<file path="config.mk">
export PLATFORM = sky130hd
export DESIGN_NAME = pc_fetch_unit
export DESIGN_NICKNAME = d
export VERILOG_FILES = /design/src/rtl/pc_fetch_unit_pkg.sv /design/src/rtl/pc_target_calc.sv /design/src/rtl/pc_fetch_unit.sv
export SDC_FILE = /design/constraint.sdc
export NUM_CORES = 1
export LEC_CHECK = 0
export BUFFER_PORTS_ARGS = -buffer_cell sky130_fd_sc_hd__buf_2
export CAP_MARGIN = 20
export CORE_AREA = 2 2 144 202
export DETAILED_ROUTE_END_ITERATION = 10
export DIE_AREA = 0 0 146 204
export PLACE_DENSITY = 0.49
export SLEW_MARGIN = 0
export SYNTH_ARGS = -nofsm -noshare
export SYNTH_HDL_FRONTEND = slang
export SYNTH_SLANG_ARGS = --single-unit
</file>
<file path="constraint.sdc">
create_clock -name clk -period 2.2 [get_ports clk]
set_input_delay 0.33 -clock clk [delete_from_list [all_inputs] [get_ports clk]]
set_output_delay 0.33 -clock clk [all_outputs]
set_load 0.01 [all_outputs]
</file>
<file path="src/rtl/pc_fetch_unit_pkg.sv">
// Shared definitions for the fetch PC unit: pc_src encodings, fetch FSM states
// and the default boot/exception vectors.
package pc_fetch_unit_pkg;

    localparam logic [1:0] PC_SRC_SEQ = 2'b00;
    localparam logic [1:0] PC_SRC_J   = 2'b01;
    localparam logic [1:0] PC_SRC_BR  = 2'b10;
    localparam logic [1:0] PC_SRC_JR  = 2'b11;

    localparam logic [31:0] RESET_VECTOR_DEF = 32'hBFC0_0000;
    localparam logic [31:0] EXC_VECTOR_DEF   = 32'hBFC0_0380;

    typedef enum logic [1:0] {
        ST_BOOT  = 2'd0,
        ST_ISSUE = 2'd1,
        ST_WAIT  = 2'd2
    } fetch_state_e;

endpackage

</file>
<file path="src/rtl/pc_target_calc.sv">
// Combinational next-PC target, link address and misalignment detection
// from the decode-stage control-flow fields.
module pc_target_calc
    import pc_fetch_unit_pkg::*;
(
    input  logic [1:0]  pc_src,
    input  logic [31:0] pc_d,
    input  logic [15:0] imm16,
    input  logic [25:0] instr_index,
    input  logic [31:0] rs_val,
    output logic [31:0] target,
    output logic [31:0] link_addr,
    output logic        is_redirect,
    output logic        misaligned
);

    logic [31:0] seq;
    logic [31:0] br_off;

    assign seq       = pc_d + 32'd4;
    assign br_off    = {{14{imm16[15]}}, imm16, 2'b00};
    assign link_addr = pc_d + 32'd8;

    always_comb begin
        target = seq;
        case (pc_src)
            PC_SRC_J:  target = {seq[31:28], instr_index, 2'b00};
            PC_SRC_BR: target = seq + br_off;
            PC_SRC_JR: target = rs_val;
            default:   target = seq;
        endcase
    end

    assign is_redirect = (pc_src != PC_SRC_SEQ);
    assign misaligned  = is_redirect && (target[1:0] != 2'b00);

endmodule

</file>
<file path="src/rtl/pc_fetch_unit.sv">
// Fetch PC owner: issues instruction fetches over a valid/ready handshake and
// applies branch redirects after the one-instruction delay slot.
//
// state    | meaning
// ST_BOOT  | first cycle after reset, no request
// ST_ISSUE | request pc unless stalled
// ST_WAIT  | request outstanding, address held until imem_ready
module pc_fetch_unit
    import pc_fetch_unit_pkg::*;
#(
    parameter logic [31:0] RESET_VECTOR = RESET_VECTOR_DEF,
    parameter logic [31:0] EXC_VECTOR   = EXC_VECTOR_DEF
) (
    input  logic        clk,
    input  logic        rst_n,
    input  logic        redir_valid,
    input  logic [1:0]  pc_src,
    input  logic [31:0] pc_d,
    input  logic [15:0] imm16,
    input  logic [25:0] instr_index,
    input  logic [31:0] rs_val,
    input  logic        stall,
    output logic        imem_req,
    output logic [31:0] imem_addr,
    input  logic        imem_ready,
    output logic        fetch_valid,
    output logic [31:0] fetch_pc,
    output logic [31:0] link_addr,
    output logic        addr_err
);

    fetch_state_e state;
    fetch_state_e state_nxt;

    logic [31:0] pc;
    logic        pending_valid;
    logic [31:0] pending_target;
    logic        slot_armed;

    logic [31:0] calc_target;
    logic        calc_redirect;
    logic        calc_misaligned;

    logic        take;
    logic [31:0] accept_target;
    logic        complete;
    logic        slot_now;
    logic [31:0] redir_target;

    pc_target_calc u_target_calc (
        .pc_src      (pc_src),
        .pc_d        (pc_d),
        .imm16       (imm16),
        .instr_index (instr_index),
        .rs_val      (rs_val),
        .target      (calc_target),
        .link_addr   (link_addr),
        .is_redirect (calc_redirect),
        .misaligned  (calc_misaligned)
    );

    // A redirect arriving while one is already pending is dropped.
    assign take          = redir_valid && calc_redirect && !pending_valid;
    assign accept_target = calc_misaligned ? EXC_VECTOR : calc_target;
    assign complete      = imem_req && imem_ready;
    // Same-edge acceptance counts as armed so the coinciding completion is the slot.
    assign slot_now      = slot_armed || take;
    assign redir_target  = pending_valid ? pending_target : accept_target;

    always_ff @(posedge clk or negedge rst_n) begin
        if (!rst_n) begin
            state <= ST_BOOT;
        end else begin
            state <= state_nxt;
        end
    end

    always_comb begin
        state_nxt = state;
        case (state)
            ST_BOOT:  state_nxt = ST_ISSUE;
            ST_ISSUE: begin
                if (!stall) begin
                    state_nxt = imem_ready ? ST_ISSUE : ST_WAIT;
                end
            end
            ST_WAIT:  state_nxt = imem_ready ? ST_ISSUE : ST_WAIT;
            default:  state_nxt = ST_BOOT;
        endcase
    end

    always_comb begin
        imem_req = 1'b0;
        case (state)
            ST_ISSUE: imem_req = !stall;
            ST_WAIT:  imem_req = 1'b1;
            default:  imem_req = 1'b0;
        endcase
    end

    assign imem_addr = pc;

    always_ff @(posedge clk or negedge rst_n) begin
        if (!rst_n) begin
            pc             <= RESET_VECTOR;
            pending_valid  <= 1'b0;
            pending_target <= 32'd0;
            slot_armed     <= 1'b0;
        end else if (complete && slot_now) begin
            pc            <= redir_target;
            pending_valid <= 1'b0;
            slot_armed    <= 1'b0;
        end else begin
            if (complete) begin
                pc <= pc + 32'd4;
            end
            if (take) begin
                pending_valid  <= 1'b1;
                pending_target <= accept_target;
                slot_armed     <= 1'b1;
            end
        end
    end

    always_ff @(posedge clk or negedge rst_n) begin
        if (!rst_n) begin
            fetch_valid <= 1'b0;
            fetch_pc    <= 32'd0;
            addr_err    <= 1'b0;
        end else begin
            fetch_valid <= complete;
            if (complete) begin
                fetch_pc <= pc;
            end
            addr_err <= take && calc_misaligned;
        end
    end

endmodule

</file>
==> flow_summary.ini <==
[run_status]
status = complete, but fails checks
failed_checks = setup timing

[worst_setup_path]
r2r-start = state[0]
cp-startpoint = pc_d[3]
crit_path_start_kind = primary input
critPathKind = primary input to flop
path_cells = buf_12, ha_4, nand3_4, nor3_4, and3_4, nand2_4, xnor2_4, ha_4, a21oi_4, o21ai_2, a221o_1, a21o_1, a41oi_4, buf_6, xor2_1, a21o_1, o221ai_2
crit_fanout = 4
r2r_end = imem_addr[24]
worst_setup_path_end_kind = flop
critical-path-max-stage-delay_ns = 0.33
cp_data_arrival_time_ns = 3.41
r2r_setup_slack_ns = 0
crit_end = imem_addr[20]
cpMaxStageDelayCell = a221o_1
cp.depth = 17
critPathBufInv = 2
cpLargestDelayFamily = compound AO/OA/AOI/OAI gates
worstRegToRegCells = 9
required_ns = 2.42

[floorplanning]
io_pins = 212
initial_core_util = 0.295
dieArea_sq_mm = 0.0298
die_w_um = 146
rows = 73
die_h_um = 204
core_area_sq_mm = 0.0281

[timing]
rsz0062_at_grt = yes
skew_ns = 0.00617
relSlewSlack = 0.554
drv_slew = 0
layout_min_cycle_time_ns = 3.18
period_share = 1.45
max_freq_ghz = 0.314
finalHoldViolations = 0
worst_pin_slew_ns = 0.661
setup_viol = 56
final.setup.worst_slack_ns = -0.984

[layout]
final_util = 0.503
antenna_cells = 0
fin_cells = 1960
final_common_cell = buf_4
multi_input_area_sq_mm = 0.00680
nets = 1734
syn_to_final_growth_pct = 70.1
seqCellArea_sq_mm = 0.00254
fin_area_sq_mm = 0.0141
final_cell_mix = buf_4, buf_2, nand2_1
drive_above_1_share = 0.495
fillers = 2787

[worst_hold_path]
hp-class = primary input to flop

[clock_network]
clock_latency_ns = 0.35
cts_root_buffer = clkbuf_16
cts.sinks = 101
cts.clk_slew.worst_paths_ns = 0.07
cts_max_level = 3
clock_path_buffers = 2
cts_buffers = 9
cts_tree = built

[routing]
postRouteAntennaNets = 0
dr_wl_met3_um = 1270
drt_iter0_markers = 506
drt-pass1-iter-count = 5
routedWlPerCell_um = 17.2
totalWireLength_um = 33700
routed_via_density = 5.00
wl_met2_um = 17300
m1WireLength_um = 14300
vias = 9796
highest_layer = met4
route.detailed.drc = 0

[power_and_ir_drop]
internal_power_mw = 6.25
netSwitchingFraction = 0.394
power.leakage_nw = 6.68
pwr-share-comb = 0.516
clkPwrFrac = 0.177
ir_worst_vdd_uv = 426
switchingPower_mw = 4.07
power_mw = 10.3
power_frac_seq = 0.307
power.density_mw_per_mm2 = 730

[global_routing]
grt_pass1_wl_um = 52600
grt_max_degree = 40
antenna_found_initial = 0
grt_pass1_vias = 9997
grt.total_usage = 0.219
overflow = 0

[logic_synthesis]
async_flop_share = 1.00
synth_cell_type_count = 79
ys_warn_count = 0
synth-edff-count = 0
synth_seq_cells = 101
ys.flop_type = dfrtp_1
syn_inst = 1087
synth_area_sq_mm = 0.00831
syn-mean-instance-area_sq_um = 7.65
syn-num-nets = 1241
yosysSeqAreaShare = 0.305

[place]
dp_hpwl_um = 25800
placed_area_sq_mm = 0.0119
post-place-ws_ns = -1.48
port-buffer-count = 211
dp_cells = 1882
gp_routability_congestion = 0.881

[flow_run]
drv_cap = 0
==> cell usage after synthesis (all sizes together), types with 13 or more instances <==
cell,count,share of area
a21o,16,0.014
a21oi,95,0.058
and3,13,0.0098
buf,16,0.0093
clkbuf,49,0.022
dfrtp,92,0.28
ha,40,0.060
inv,28,0.013
mux2i,17,0.020
nand2,201,0.091
nand3,45,0.028
nand4,21,0.016
nor2,82,0.037
nor3,27,0.019
o21ai,97,0.059
o22ai,13,0.0098
xnor2,48,0.051
xor2,32,0.034
==> registers in the layout (all words and copies together) (netlist names) <==
register        flops
pending_target     32
imem_addr          32
addr_err            1
fetch_pc           32
slot_armed          1
state               2
fetch_valid         1
==> cell type report <==
| cell class | instances | area share |
|---|---|---|
| clock buffers | 9 | 0.0159 |
| flip-flops and latches | 101 | 0.180 |
| repair buffers | 547 | 0.275 |
| inverters | 28 | 0.00779 |
| well taps | 375 | 0.0332 |
| multi-input cells | 893 | 0.481 |
| clock inverters | 7 | 0.00805 |
==> cell families after synthesis <==
family                   count (synthesis)  synth area share
multiplexers                            22            0.0272
XOR/XNOR                                80            0.0843
adder cells (fa/ha/maj)                 41            0.0626
AND/OR/NAND/NOR                        437             0.242
buffers and inverters                   93            0.0444
AO/OA/AOI/OAI                          313             0.234
flip-flops                             101             0.305
==> power by group through the flow <==
stage	Combinational [mW]	Sequential (mW)	Clock (mW)
detailed placement	4.72	3.20	0
global placement	4.68	3.19	0
CTS	5.02	3.17	1.88
global route	5.86	3.29	1.95
floorplan	2.21	3.45	0
finish	5.32	3.17	1.83
==> worst min path at each step <==
stage / cells past startpoint / start / endpoint / slack, ns
2_1_floorplan: 0 / rst_n / addr_err / 0.03
3_3_place_gp: 1 / rst_n / addr_err / 0.32
3_5_place_dp: 1 / rst_n / fetch_pc[5] / 0.32
4_1_cts: 3 / imem_ready / state[1] / 0.30
5_1_grt: 3 / imem_ready / state[1] / 0.32
6_report: 3 / imem_ready / state[1] / 0.33
==> layer usage <==
layer	global-route usage	up-vias
met5	0	-
met4	0.0662	0
met3	0.0234	53
met2	0.404	288
met1	0.268	4608
li1	-	4847
==> repair_timing <==
action | in CTS | in global routing
endpoints found under the setup margin | 65 | 66
hold buffers | 1 | 0
buffers inserted | 37 | 34
endpoints found under the hold margin | 33 | 0
pin swaps | 103 | 120
gates resized for setup | 141 | 133
==> tightest hold or removal path, stage by stage <==
cell	delay, ns
buf_2	0.11
nand3b_1	0.10
o21ai_0	0.09
==> metrics by stage <==
step | hold WS (ns) | setup TNS, ns
2_1_floorplan | 0.0344 | -31.73
3_3_place_gp | 0.324 | -57.54
3_5_place_dp | 0.324 | -59.01
4_1_cts | 0.304 | -32.40
5_1_grt | 0.322 | -43.98
6_report | 0.329 | -35.87
Power figures use the tool's default switching activity.
